==> src/rtl/bsc_chain_scan_ctrl.sv <==
// Command sequencer for the four-way boundary-scan chain bank: capture, shift, update, respond.
// Optional BSC_CTRL_PARITY_EN adds rsp_parity (XOR of shifted-out bits) and a drive-parity check.
module bsc_chain_scan_ctrl #(
    parameter int LEN0    = 6,
    parameter int LEN1    = 5,
    parameter int LEN2    = 0,
    parameter int LEN3    = 0,
    parameter int MAX_LEN = 16
) (
    input  logic               clk,
    input  logic               reset,
    input  logic               cmd_valid,
    output logic               cmd_ready,
    input  logic [1:0]         cmd_chain,
    input  logic               cmd_capture,
    input  logic               cmd_update,
    input  logic               cmd_mode,
    input  logic [MAX_LEN-1:0] cmd_wdata,
    output logic               rsp_valid,
    input  logic               rsp_ready,
    output logic [MAX_LEN-1:0] rsp_rdata,
    output logic               rsp_err,
    output logic [1:0]         mux_select,
    output logic               inst_capture_en,
    output logic               inst_update_en,
    output logic               inst_shift_dr,
    output logic               inst_mode,
    output logic               inst_data_in,
    input  logic               data_out_inst
`ifdef BSC_CTRL_PARITY_EN
    ,
    output logic               rsp_parity
`endif
);
    localparam int CW = (MAX_LEN > 1) ? $clog2(MAX_LEN) : 1;
    localparam int LW = $clog2(MAX_LEN + 1);

    generate
        if (LEN0 < 0 || LEN1 < 0 || LEN2 < 0 || LEN3 < 0 ||
            LEN0 > MAX_LEN || LEN1 > MAX_LEN || LEN2 > MAX_LEN || LEN3 > MAX_LEN) begin : g_len_chk
            $error("bsc_chain_scan_ctrl: every LENn must be within 0..MAX_LEN");
        end
    endgenerate

    typedef enum logic [2:0] {IDLE, CAPTURE, SHIFT, UPDATE, RESP} state_t;

    state_t             state, state_nxt;
    logic [CW-1:0]      cnt, cnt_nxt;
    logic [LW-1:0]      len_q, len_sel;
    logic               upd_q;
    logic [MAX_LEN-1:0] wdata_q, wsrc;
    logic               accept;

    function automatic logic [LW-1:0] len_of(input logic [1:0] c);
        case (c)
            2'd0:    len_of = LW'(LEN0);
            2'd1:    len_of = LW'(LEN1);
            2'd2:    len_of = LW'(LEN2);
            default: len_of = LW'(LEN3);
        endcase
    endfunction

    always_ff @(posedge clk or posedge reset) begin
        if (reset) begin
            state <= IDLE;
            cnt   <= '0;
        end else begin
            state <= state_nxt;
            cnt   <= cnt_nxt;
        end
    end

    always_comb begin
        accept    = cmd_valid && cmd_ready;
        len_sel   = len_of(cmd_chain);
        wsrc      = accept ? cmd_wdata : wdata_q;
        state_nxt = state;
        cnt_nxt   = '0;
        case (state)
            IDLE: begin
                if (accept) begin
                    if (cmd_capture)          state_nxt = CAPTURE;
                    else if (len_sel != '0)   state_nxt = SHIFT;
                    else if (cmd_update)      state_nxt = UPDATE;
                    else                      state_nxt = RESP;
                end
            end
            CAPTURE: begin
                if (len_q != '0) state_nxt = SHIFT;
                else             state_nxt = upd_q ? UPDATE : RESP;
            end
            SHIFT: begin
                if (LW'(cnt) == len_q - LW'(1)) state_nxt = upd_q ? UPDATE : RESP;
                else                            cnt_nxt   = cnt + CW'(1);
            end
            UPDATE:  state_nxt = RESP;
            RESP:    if (rsp_ready) state_nxt = IDLE;
            default: state_nxt = IDLE;
        endcase
    end

    // Outputs are registered from the next-state decode so they line up with the state and never glitch.
    always_ff @(posedge clk or posedge reset) begin
        if (reset) begin
            cmd_ready       <= 1'b1;
            rsp_valid       <= 1'b0;
            rsp_rdata       <= '0;
            rsp_err         <= 1'b0;
            mux_select      <= '0;
            inst_capture_en <= 1'b0;
            inst_update_en  <= 1'b0;
            inst_shift_dr   <= 1'b0;
            inst_mode       <= 1'b0;
            inst_data_in    <= 1'b0;
            wdata_q         <= '0;
            len_q           <= '0;
            upd_q           <= 1'b0;
        end else begin
            cmd_ready       <= (state_nxt == IDLE);
            rsp_valid       <= (state_nxt == RESP);
            inst_capture_en <= (state_nxt == CAPTURE) || (state_nxt == SHIFT);
            inst_shift_dr   <= (state_nxt == SHIFT);
            inst_update_en  <= (state_nxt == UPDATE);
            inst_data_in    <= (state_nxt == SHIFT) && wsrc[cnt_nxt];
            if (accept) begin
                wdata_q    <= cmd_wdata;
                len_q      <= len_sel;
                upd_q      <= cmd_update;
                mux_select <= cmd_chain;
                inst_mode  <= cmd_mode;
                rsp_rdata  <= '0;
                rsp_err    <= (len_sel == '0);
            end else if (state_nxt == IDLE) begin
                mux_select <= '0;
                inst_mode  <= 1'b0;
                rsp_rdata  <= '0;
                rsp_err    <= 1'b0;
            end
            if (state == SHIFT)
                rsp_rdata[cnt] <= data_out_inst;
        end
    end

`ifdef BSC_CTRL_PARITY_EN
    logic tx_par;
    logic wpar;

    always_comb begin
        wpar = 1'b0;
        for (int i = 0; i < MAX_LEN; i++)
            if (LW'(i) < len_q) wpar = wpar ^ wdata_q[i];
    end

    always_ff @(posedge clk or posedge reset) begin
        if (reset) begin
            rsp_parity <= 1'b0;
            tx_par     <= 1'b0;
        end else if (accept || state_nxt == IDLE) begin
            rsp_parity <= 1'b0;
            tx_par     <= 1'b0;
        end else if (state == SHIFT) begin
            rsp_parity <= rsp_parity ^ data_out_inst;
            tx_par     <= tx_par ^ inst_data_in;
            // Driven serial stream must carry exactly the parity of the requested write bits.
            if (LW'(cnt) == len_q - LW'(1))
                assert ((tx_par ^ inst_data_in) == wpar);
        end
    end
`endif
endmodule

==> config.mk <==
export PLATFORM = sky130hd
export DESIGN_NAME = bsc_chain_scan_ctrl
export DESIGN_NICKNAME = d
export VERILOG_FILES = /design/src/rtl/bsc_chain_scan_ctrl.sv
export SDC_FILE = /design/constraint.sdc
export NUM_CORES = 1
export LEC_CHECK = 0
export CAP_MARGIN = 10
export CORE_MARGIN = 1.5
export CORE_UTILIZATION = 50
export CTS_BUF_LIST = sky130_fd_sc_hd__clkbuf_8
export DETAILED_ROUTE_END_ITERATION = 16
export DONT_BUFFER_PORTS = 1
export GPL_ROUTABILITY_DRIVEN = 0
export HOLD_SLACK_MARGIN = 0.1
export PLACE_DENSITY_LB_ADDON = 0.08
export SETUP_SLACK_MARGIN = 0.5
export SYNTH_ARGS = -nofsm -noshare
export SYNTH_HDL_FRONTEND = slang
export SYNTH_SLANG_ARGS = --single-unit
==> constraint.sdc <==
create_clock -name clk -period 3.2 [get_ports clk]
set_input_delay 0.32 -clock clk [delete_from_list [all_inputs] [get_ports clk]]
set_output_delay 0.32 -clock clk [all_outputs]
set_load 0.01 [all_outputs]
* After elaboration in Yosys (flattened, before gate mapping)
Index checks and enable logic that the tools add are counted.
** Operators by class
- Magnitude comparators :: 3
- Mux-type cells :: 26
- Reductions and logical operators :: 11
- $add $sub $neg :: 2
- Equal/unequal tests :: 10
** Operators by type and width (count)
- 2-to-1 mux 16 bit :: 4
- 2-to-1 mux 3 bit :: 8
- bitwise mux 16 bit :: 1
- case mux 3 bit (5 select lines) :: 1
- equality test 3 x 2 -> 1 bit (second input constant) :: 4
- less-than comparator 4 x 5 -> 1 bit (second input constant) :: 2
- nonzero test 5 bit :: 2
- 2-to-1 mux 4 bit :: 2
- equality test 3 x 1 -> 1 bit (second input constant) :: 2
- equality test 3 bit (second input constant) :: 2
- zero test 3 bit :: 2
- case mux 3 bit (2 select lines) :: 1
- equality test 4 x 5 -> 1 bit :: 1
- zero test 5 bit :: 1
- 2-to-1 mux 1 bit :: 5
- subtractor 5 x 1 -> 5 bit (second input constant) :: 1
- adder 4 x 1 -> 4 bit (second input constant) :: 1
- binary-select mux 1 bit (select 4 bit) :: 1
- demux 1 bit (select 4 bit) :: 1
- >= comparator 4 x 1 -> 1 bit (second input constant) :: 1
- 2-to-1 mux 2 bit :: 2
- logical AND 1 bit :: 3
- equality test 2 x 1 -> 1 bit (second input constant) :: 1
- zero test 2 bit :: 1
- other kinds (2) :: 2
** Storage, ports and cells
- Flip-flop bits (word level) :: 55

* Logic depth before layout (Yosys ltp)
Gate-level depths: netlist of run 1.
- Depth after elaboration :: 12
- Depth in mapped cells :: 11
- Gate-level depth less buffers :: 9

* Worst setup path after synthesis of run 1
No wires, ideal clock.
- Path kind :: reg-to-reg
- Start :: register cnt[0]
- End :: register inst_data_in
- Library setup time :: 0.120 ns
- Path buffers :: 1
- Slack :: 0.904 ns
- Data arrival time :: 2.176 ns
- Data required time :: 3.080 ns
- Stages on the path, launching flop included :: 9
- Cell sequence :: dfrtp_1 > clkbuf_1 > inv_1 > ha_1 > inv_1 > mux2_2 > o221ai_1 > a21oi_1 > o211a_1
** On the way
- Word-level cells in the longest chain between the ends :: 6
- Elaborated cells on any way between the ends :: 10
- Those cells by class :: add/sub (1); eq/ne (2); mux (6); reduce/logical (1)
** RTL lines
- start: declaration :: line 48 : logic [CW-1:0] cnt, cnt_nxt;
- start signal: assignment :: line 69 : cnt <= cnt_nxt;
- adder 4 x 1 -> 4 bit / equality test 4 x 5 -> 1 bit (equally long branches) :: line 94, 93
- 2-to-1 mux 4 bit :: line 93 : if (LW'(cnt) == len_q - LW'(1)) state_nxt = upd_q ? UPDATE : RESP;
- 2-to-1 mux 4 bit :: line 79 : case (state)
- binary-select mux 1 bit (select 4 bit) :: line 124 : inst_data_in <= (state_nxt == SHIFT) && wsrc[cnt_nxt];
- 2-to-1 mux 1 bit (implied by the code) :: line 124
- logical AND 1 bit (*) :: line 124
- end signal: assignment :: line 124
- end: declaration :: line 28 : output logic inst_data_in,
Mark *: on every way between the ends. The rest lies on a longest branch, timed or not. The select of a mux whose other input is x is not followed.
A chain may end at the register's enable or synchronous reset.

* Worst setup path in the final report of run 1
- Start :: register cmd_ready
- End :: register inst_data_in
** On the way
- Word-level cells in the longest chain between the ends :: 5
- Elaborated cells on any way between the ends :: 8
- Those cells by class :: eq/ne (1); mux (5); reduce/logical (2)
** RTL lines
- start: declaration :: line 13 : output logic cmd_ready,
- start signal: assignment :: line 119 : cmd_ready <= (state_nxt == IDLE);
- logical AND 1 bit (*) :: line 74 : accept = cmd_valid && cmd_ready;
- 2-to-1 mux 16 bit / 2-to-1 mux 3 bit (equally long branches)
- binary-select mux 1 bit (select 4 bit) / case mux 3 bit (5 select lines) (equally long branches) :: line 124, 79
- 2-to-1 mux 1 bit (implied by the code) / equality test 3 x 2 -> 1 bit (equally long branches) :: line 124
- logical AND 1 bit (*) :: line 124
Marked as above.

==> impl_results.md, run 1 <==
- Status: complete, no violations
- GR Overflow Total: 0
- Fmax achieved: 404 MHz
- Pint: 1.58 mW
- Worst R2R Start: cmd_ready
- Sw frac: 43.5%
- Die footprint: 5820 µm²
- Syn. warnings: 0
- Slew margin rel.: 59.5%
- Final worst path period share: between 70% and 80%
- Worst path max stage delay: a little over 600 ps
- Critical path peak fanout: 13
- Footprint of the multi-input gates: approximately 1200 µm²
- Final setup fails: 0
- Most frequent cells in the layout: dfrtp_1, nand2_1, o21ai_0
- Cell Area, Placed: 2720 µm²
- Arrival @ worst endpoint: 2670 ps
- Drt wl/cell: ~17 µm
- # nets final: 294
- Vias in the first global route: 1976
- Design Area, Final: roughly 2800 µm²
- # diodes: 0
- DR iter-0 viols: 109
- Layout cells sized above 1: 15.6%
- Largest net degree at the start of global routing: between 50 and 60
- Reported max-cap violation count: 0
- Cell at the slowest stage of the critical path: dfstp_2
- Worst-Skew Late Latency: 300 ps
- CTS Buffer Depth: 2
- Synth Area per Inst: 10.3 µm²
- Gate power share: 46.4%
- Setup bufs post-CTS: 0
- Worst Path Required: approximately 3400 ps
- RSZ-0062 raised after global routing: no
- Clock slew at reported path FFs: 90 ps
- Commonest non-fill, non-tap cell in the layout: dfrtp_1
- Crit-path cells: and2_1, mux4_2, a21oi_1, nand3_1, a211o_1, o211a_1
- Fraction of power consumed by sequential logic: between 40 and 50%
- Die height: 76.3 µm
- Power Density: 983 nW/µm²
- Top post-synthesis cells by area: dfrtp_1, o21ai_0, nand2_1, ha_1, o21ai_2
- End point of the critical path: inst_data_in
- Sequential area share after synthesis: approximately half
- Row cnt: 26
- Antenna viol nets, final: 0
- Register-to-Register Setup Slack: 730 ps
- Reg2reg end: inst_data_in
- DR vias: about 1900
- Routed WL: 5540 µm
- Largest area contributor in the synthesized netlist: dfrtp_1
- All-Layer GR Usage: roughly a fifth
- Net Sw Power: roughly 1.2 mW
- Sum Neg Setup Slack: 0 ps
- Syn Nets: 294
- Async S/R FF share, synth: 100%
- Initial Util: between 50% and 60%
- Synth top area share: 48.5%
- Core Area: 5140 µm²
- Io pins: between 50 and 60
- First-pass GRT wire length: 9580 µm
- # H-tree levels: 2
- Cell area after synthesis: 2690 µm²
- Die Wd: 76.3 µm
- P_leak: approximately 1.2 nW
- Min Tclk post-route: 2470 ps
- Post-DP HPWL: 3950 µm
- Slew at the pin with the worst max-slew slack: 608 ps
- CP endpoint kind: register
- Reg area: 1330 µm²
- Post-synth EDFFs: 0
- Peak VDD IR: 449 µV
- Final Hold Fails: 0
- Power share of the clock group: 12.6%
- CTS buffer count: 5
- Main synth FF type: dfrtp_1
- Fillcell total: 490
- Initial antenna violation count: 0
- CTS Sinks: 53
- Reg2reg path depth: 6
- Flops & latches, synth: 53
- Startpoint Class: register
- Pre-antenna DRT Iters: 4
- Final Max Slew Viols: 0
- Area grow syn2layout: 5.55%
- Clk_skew: around 4.6 ps
- CTS tree: yes
- Port bufs: 0
- Crit path from: cmd_ready
- Root Buffer: clkbuf_8
- Setup CP Type: reg -> reg
- DRC Markers: 0
- Hold slack: 119 ps
- Cell count after synthesis: 261
- Vias per cell: 5.84
- Synth unique cells: 51
- Min-delay worst type: in -> reg
==> worst min-delay path by stage <==
stage                        from     endpoint  slack [ps]  cells after the start
floorplan           cmd_wdata[12]  wdata_q[12]         430                      2
global placement    cmd_wdata[13]  wdata_q[13]         430                      2
detailed placement  cmd_wdata[13]  wdata_q[13]         430                      2
CTS                 cmd_wdata[13]  wdata_q[13]         110                      2
global route        cmd_wdata[12]  wdata_q[12]         110                      2
finish              cmd_wdata[13]  wdata_q[13]         120                      2
==> sequential cells by signal (all words and copies together), names as in the netlist <==
register / flops
rsp_rdata: 16
wdata_q: 16
cnt: 4
len_q: 3
state: 3
mux_select: 2
cmd_ready: 1
inst_capture_en: 1
inst_data_in: 1
inst_mode: 1
inst_shift_dr: 1
inst_update_en: 1
rsp_err: 1
rsp_valid: 1
upd_q: 1
==> Yosys cell counts, types with 2 or more instances <==
master    number
nand3_1        6
nand4_1       12
and3_1         3
ha_1           7
nand3b_1       2
o31ai_1        7
mux2_2         6
o211ai_1       2
nor2b_1        3
buf_6          3
mux2_4         3
nand2b_1       2
a21o_1         4
nor2_1        14
a21oi_1        7
o21ai_0       26
nand2_1       34
clkbuf_1       7
xnor2_1        6
o21ai_2       10
inv_1         13
dfrtp_1       52
a211o_1        4
==> power groups by stage <==
| stage | sequential (mW) | clock [mW] | combinational (mW) |
|---|---|---|---|
| floorplan | 1.09 | 0 | 1.08 |
| global placement | 1.15 | 0 | 1.28 |
| detailed placement | 1.15 | 0 | 1.28 |
| CTS | 1.14 | 0.365 | 1.29 |
| global route | 1.18 | 0.396 | 1.46 |
| finish | 1.14 | 0.352 | 1.29 |
==> cell families (layout without fill, tap and decap cells) <==
| group | count (synthesis) | after routing | share of synthesized area, % |
|---|---|---|---|
| AO/OA/AOI/OAI | 71 | 71 | 18.1 |
| XOR/XNOR | 7 | 7 | 2.28 |
| adder cells (fa/ha/maj) | 7 | 7 | 3.26 |
| buffers and inverters | 26 | 27 | 4.94 |
| flip-flops | 53 | 53 | 49.4 |
| multiplexers | 11 | 11 | 5.45 |
| AND/OR/NAND/NOR | 86 | 86 | 16.5 |
==> worst max-delay path: cells and delay by family (launching register included) <==
| kind | cells | cell delay (ps) |
|---|---|---|
| compound gates | 3 | 530 |
| flops | 1 | 610 |
| mux | 1 | 590 |
| simple gates | 2 | 630 |
==> what timing repair did <==
| action | 4_1_cts | 5_1_grt |
|---|---|---|
| setup endpoints to repair | 0 | 18 |
| hold buffers | 0 | 1 |
| endpoints found under the hold margin | 0 | 21 |
| gates resized for setup | 0 | 1 |
==> per-layer routing <==
| metal | vias up | GRT usage, % | wire length, µm | part of all wire (%) |
|---|---|---|---|---|
| met4 | 0 | 7.96 | 76 | 1.4 |
| met3 | 9 | 5.87 | 335 | 6.0 |
| met1 | 945 | 27.1 | 2490 | 45 |
| met5 | - | 0 | 0 | 0 |
| li1 | 919 | - | - | - |
| met2 | 65 | 32.1 | 2640 | 48 |
==> per-stage QoR <==
step	setup WS [ps]	util (%)	std cells	power [mW]
after floorplan	904	-	261	2.18
after global placement	616	53.0	322	2.43
after detailed placement	573	53.0	322	2.43
after CTS	547	54.6	330	2.80
after global routing	500	55.1	332	3.04
final	726	55.1	332	2.79
==> cell type report <==
cell class | count | share of cell area, %
clock buffers | 5 | 2.43
clock inverters | 3 | 0.397
flip-flops and latches | 53 | 46.8
repair buffers | 6 | 2.12
multi-input cells | 182 | 43.4
inverters | 13 | 1.72
well taps | 70 | 3.09
Power figures use the tool's default switching activity.
==> run 2, diff against run 1 <==
==> constraint.sdc (replaced) <==
create_clock -name clk -period 2.3 [get_ports clk]
set_input_delay 0.23 -clock clk [delete_from_list [all_inputs] [get_ports clk]]
set_output_delay 0.23 -clock clk [all_outputs]
set_load 0.01 [all_outputs]
==> impl_results.md, run 2 (same netlist as run 1, synthesis figures left out) <==
- CP endpoint kind: register
- Core Area: 5140 µm²
- Min-delay worst type: in -> reg
- Sw frac: 41.3%
- Arrival @ worst endpoint: roughly 2300 ps
- # nets final: 335
- Post-DP HPWL: 4220 µm
- DR vias: 2119
- GR Overflow Total: 0
- Worst min-delay path startpoint: cmd_chain[0]
- Die footprint: between 5000 and 6000 µm²
- Slew margin rel.: a little under half
- Setup CP Type: reg -> reg
- Die Wd: 76.3 µm
- Die height: 76.3 µm
- Root Buffer: clkbuf_8
- Power Density: 1530 nW/µm²
- # diodes: 0
- Slew at the pin with the worst max-slew slack: about 800 ps
- P_leak: 1.53 nW
- All-Layer GR Usage: 23.4%
- Area grow syn2layout: 30.0%
- First-pass GRT wire length: 10700 µm
- # H-tree levels: 2
- Critical path peak fanout: 3
- Most frequent cells in the layout: dfrtp_1, nand2_1, buf_4
- Port bufs: 0
- Reported max-cap violation count: 0
- Vias in the first global route: 2064
- Antenna viol nets, final: 0
- CTS buffer count: 5
- RSZ-0062 raised after global routing: yes
- Sum Neg Setup Slack: 0 ps
- Power share of the clock group: a little under an eighth
- Status: complete, no violations
- Io pins: 52
- Worst Path Required: 2540 ps
- Final setup fails: 0
- DRC Markers: 0
- Reg2reg path depth: 9
- Worst-Skew Late Latency: 310 ps
- Clock slew at reported path FFs: roughly 90 ps
- Row cnt: 26
- Initial Util: 52.2%
- Routed WL: 6490 µm
- CTS Sinks: 53
- CTS tree: yes
- Gate power share: between 50% and 60%
- Final worst path period share: 90.8%
- Peak VDD IR: roughly 700 µV
- Final Hold Fails: 0
- Largest regs: rsp_rdata (16), wdata_q (16), cnt (4)
- Fmax achieved: ~480 MHz
- Layout cells sized above 1: 32.3%
- Net Sw Power: 2.20 mW
- Worst R2R Start: len_q[1]
- Min-Delay Path Depth: 2
- Reg2reg end: inst_capture_en
- Vias per cell: 5.68
- CTS Buffer Depth: 2
- Hold worst-path end: len_q[0]
- Drt wl/cell: 17.4 µm
- DR iter-0 viols: 145
- Startpoint Class: register
- Final Max Slew Viols: 0
- Final core utilization: 67.9%
- Largest net degree at the start of global routing: 39
- Clk_skew: 11.2 ps
- Fraction of power consumed by sequential logic: 30.3%
- Pre-antenna DRT Iters: 4
- Register-to-Register Setup Slack: 210 ps
- Min Tclk post-route: 2090 ps
- Initial antenna violation count: 0
- Pint: around 3.1 mW
- Commonest non-fill, non-tap cell in the layout: dfrtp_1
-- run 2: cell types whose count changed in the layout (fill, tap and decap cells not counted), sizes merged --
cell         change
buf             +24
dlygate4sd3     +17
inv              -2
bufinv           +1
clkinv           +1
-- run 2: worst max-delay path by stage --
stage / startpoint / endpoint / slack [ps]
after CTS: cmd_ready / inst_data_in / 200
after floorplan: cmd_ready / inst_data_in / 300
final: len_q[1] / inst_capture_en / 210
after global placement: len_q[0] / inst_data_in / 110
after detailed placement: len_q[0] / inst_data_in / 20
after global routing: len_q[1] / inst_capture_en / 130
-- run 2: cell type report --
cell class / instances / area [µm²]
multi-input cells: 182 / 1430
flip-flops and latches: 53 / 1330
repair buffers: 47 / 489
clock inverters: 3 / 38.8
well taps: 70 / 87.6
fillers: 414 / 1650
clock buffers: 5 / 68.8
inverters: 13 / 48.8
-- run 2: timing repair --
action                                 in CTS  in global routing
hold buffers                               18                  0
buffers inserted                           10                  7
endpoints found under the hold margin      68                  0
gates cloned                                3                  0
gates resized for setup                    30                 18
setup endpoints to repair                  30                 33
pin swaps                                  11                 14
-- run 2: routing by layer --
layer / up-vias / GRT usage, % / share of wire, %
met1: 1042 / 33.9 / 47
met5: - / 0 / 0
met4: 0 / 5.00 / 0.79
li1: 1013 / - / -
met2: 59 / 36.0 / 47
met3: 5 / 5.51 / 4.6
-- run 2: worst max-delay path, cell delays in order, from the launching register on --
cell      delay [ps]
dfrtp_1          400
inv_2             80
ha_4             140
ha_4             200
xnor2_2          150
nor4_4           340
a21oi_2          140
a211oi_2         260
buf_4            190
xnor2_1          110
-- run 2: per-stage QoR --
| step | cells | instance area (µm²) | power (mW) | hold slack [ps] | worst slack [ps] |
|---|---|---|---|---|---|
| 4_1_cts | 366 | 3350 | 4.97 | 103 | 203 |
| 3_3_place_gp | 327 | 2800 | 3.52 | 301 | 108 |
| 5_1_grt | 373 | 3490 | 5.66 | 119 | 129 |
| 6_report | 373 | 3490 | 5.33 | 115 | 212 |
| 3_5_place_dp | 327 | 2800 | 3.55 | 301 | 15.0 |
| 2_1_floorplan | 261 | 2720 | 3.13 | 335 | 304 |
-- run 2: power groups by stage --
stage / clock network (mW) / logic (mW) / registers, mW
finish: 0.625 / 3.09 / 1.61
floorplan: 0 / 1.60 / 1.52
global placement: 0 / 1.92 / 1.60
global route: 0.672 / 3.33 / 1.66
detailed placement: 0 / 1.95 / 1.61
CTS: 0.641 / 2.73 / 1.59
==> run 3, diff against run 2 <==
--- a/config.mk
+++ b/config.mk
@@ -9,10 +9,10 @@
 export CORE_MARGIN = 1.5
 export CORE_UTILIZATION = 50
 export CTS_BUF_LIST = sky130_fd_sc_hd__clkbuf_8
+export CTS_CLUSTER_SIZE = 25
 export DETAILED_ROUTE_END_ITERATION = 16
 export DONT_BUFFER_PORTS = 1
 export GPL_ROUTABILITY_DRIVEN = 0
-export HOLD_SLACK_MARGIN = 0.1
 export PLACE_DENSITY_LB_ADDON = 0.08
 export SETUP_SLACK_MARGIN = 0.5
 export SYNTH_ARGS = -nofsm -noshare
==> impl_results.md, run 3 (same netlist as run 1, synthesis figures left out) <==
- Worst-Skew Late Latency: 310 ps
- Status: complete, no violations
- Worst path max stage delay: 620 ps
- Worst Path Required: 2500 ps
- Root Buffer: clkbuf_8
- GR Overflow Total: 0
- Min-delay worst type: in -> reg
- DR iter-0 viols: 154
- Most frequent cells in the layout: dfrtp_1, nand2_1, buf_4
- Clk_skew: approximately 11 ps
- # nets final: 318
- Sum Neg Setup Slack: 0 ps
- Final Hold Fails: 0
- Crit-path cells: and2_4, mux4_2, a21oi_2, nand3_1, a211o_1, o211a_1
- CP endpoint kind: register
- CTS tree: yes
- Vias per cell: 5.74
- CTS buffer count: 5
- Final Max Slew Viols: 0
- Routed WL: 6380 µm
- Initial antenna violation count: 0
- Min Tclk post-route: 2080 ps
- Vias in the first global route: ~2000
- CTS Sinks: 53
- First-pass GRT wire length: roughly 10000 µm
- Design Area, Final: 3320 µm²
- Antenna viol nets, final: 0
- Cell at the slowest stage of the critical path: dfstp_2
- Largest regs: rsp_rdata (16), wdata_q (16), cnt (4)
- Clock slew at reported path FFs: 90 ps
- Peak VDD IR: 702 µV
- Row cnt: 26
- Core Area: 5140 µm²
- Die footprint: a little under 6000 µm²
- Final worst path period share: 90.4%
- Power Density: ~1600 nW/µm²
- Final setup fails: 0
- Startpoint Class: register
- Arrival @ worst endpoint: roughly 2300 ps
- DP Worst Slack: 15.0 ps
- Commonest non-fill, non-tap cell in the layout: dfrtp_1
- CTS Buffer Depth: 2
- Fillcell total: 440
- Port bufs: 0
- DR vias: 2042
- Initial Util: 52.2%
- Die Wd: between 70 and 80 µm
- Post-route setup slack: approximately 220 ps
- Cell Area, Placed: about 2800 µm²
- Io pins: 52
- Slew margin rel.: 46.3%
- Slew at the pin with the worst max-slew slack: 805 ps
- # diodes: 0
- P_leak: around 1.5 nW
- Setup CP Type: reg -> reg
- Largest delay share family, worst path: flip-flops
- Pre-antenna DRT Iters: 4
- Fmax achieved: 481 MHz
- Area grow syn2layout: 23.6%
- Reported max-cap violation count: 0
- DRC Markers: 0
- Crit path buf inv count: 0
- Final core utilization: 64.6%
- Critical path peak fanout: 6
- Largest net degree at the start of global routing: 39
- RSZ-0062 raised after global routing: yes
- Layout cells sized above 1: 34.3%
- # H-tree levels: 2
- Die height: 76.3 µm
- All-Layer GR Usage: a little under a quarter
- Post-DP HPWL: 4220 µm
- Drt wl/cell: 17.9 µm
run 3: final timing paths:
path                       depth (start not counted)       endpoint           from  slack [ps]
setup / recovery                                   6   inst_data_in      cmd_ready         220
hold / removal                                     2    wdata_q[12]  cmd_wdata[12]          30
setup reg to reg                                   6   inst_data_in      cmd_ready         220
hold reg to reg                                    2    wdata_q[12]    wdata_q[12]         480
max in group asynchronous                          3  rsp_rdata[11]          reset        1050
min in group asynchronous                          2         cnt[3]          reset         520
run 3: timing repair:
action / 4_1_cts / 5_1_grt
resized for setup: 30 / 18
hold endpoints to repair: 36 / 0
setup endpoints to repair: 30 / 33
hold buffers: 1 / 0
pin swaps: 11 / 14
cloned: 3 / 0
setup buffers: 10 / 7
run 3: power by group:
group	internal, mW	total, mW	switching [mW]
Clock	0.319	0.628	0.309
Combinational	1.51	3.04	1.53
Sequential	1.28	1.61	0.335
Total	3.11	5.28	2.17
run 3: per-layer routing:
metal / part of all wire (%) / wire length, µm / vias up / track usage [%]
met5: 0 / 0 / - / 0
met4: 0.86 / 55 / 0 / 5.00
met3: 4.9 / 316 / 5 / 5.51
met2: 47 / 2980 / 56 / 34.9
met1: 47 / 3030 / 1000 / 33.4
li1: - / - / 981 / -
run 3: per-stage QoR:
step | power [mW] | cells | hold WS, ps
2_1_floorplan | 3.13 | 261 | 335
3_3_place_gp | 3.52 | 327 | 301
5_1_grt | 5.61 | 356 | 23.1
6_report | 5.28 | 356 | 32.1
3_5_place_dp | 3.55 | 327 | 301
4_1_cts | 4.94 | 349 | 25.3
run 3: area by class of cell:
cell class / count / area [µm²] / area share [%]
multi-input cells: 182 / 1430 / 43.0
flip-flops and latches: 53 / 1330 / 40.0
repair buffers: 30 / 319 / 9.61
well taps: 70 / 87.6 / 2.64
clock buffers: 5 / 68.8 / 2.07
inverters: 13 / 48.8 / 1.47
clock inverters: 3 / 38.8 / 1.17
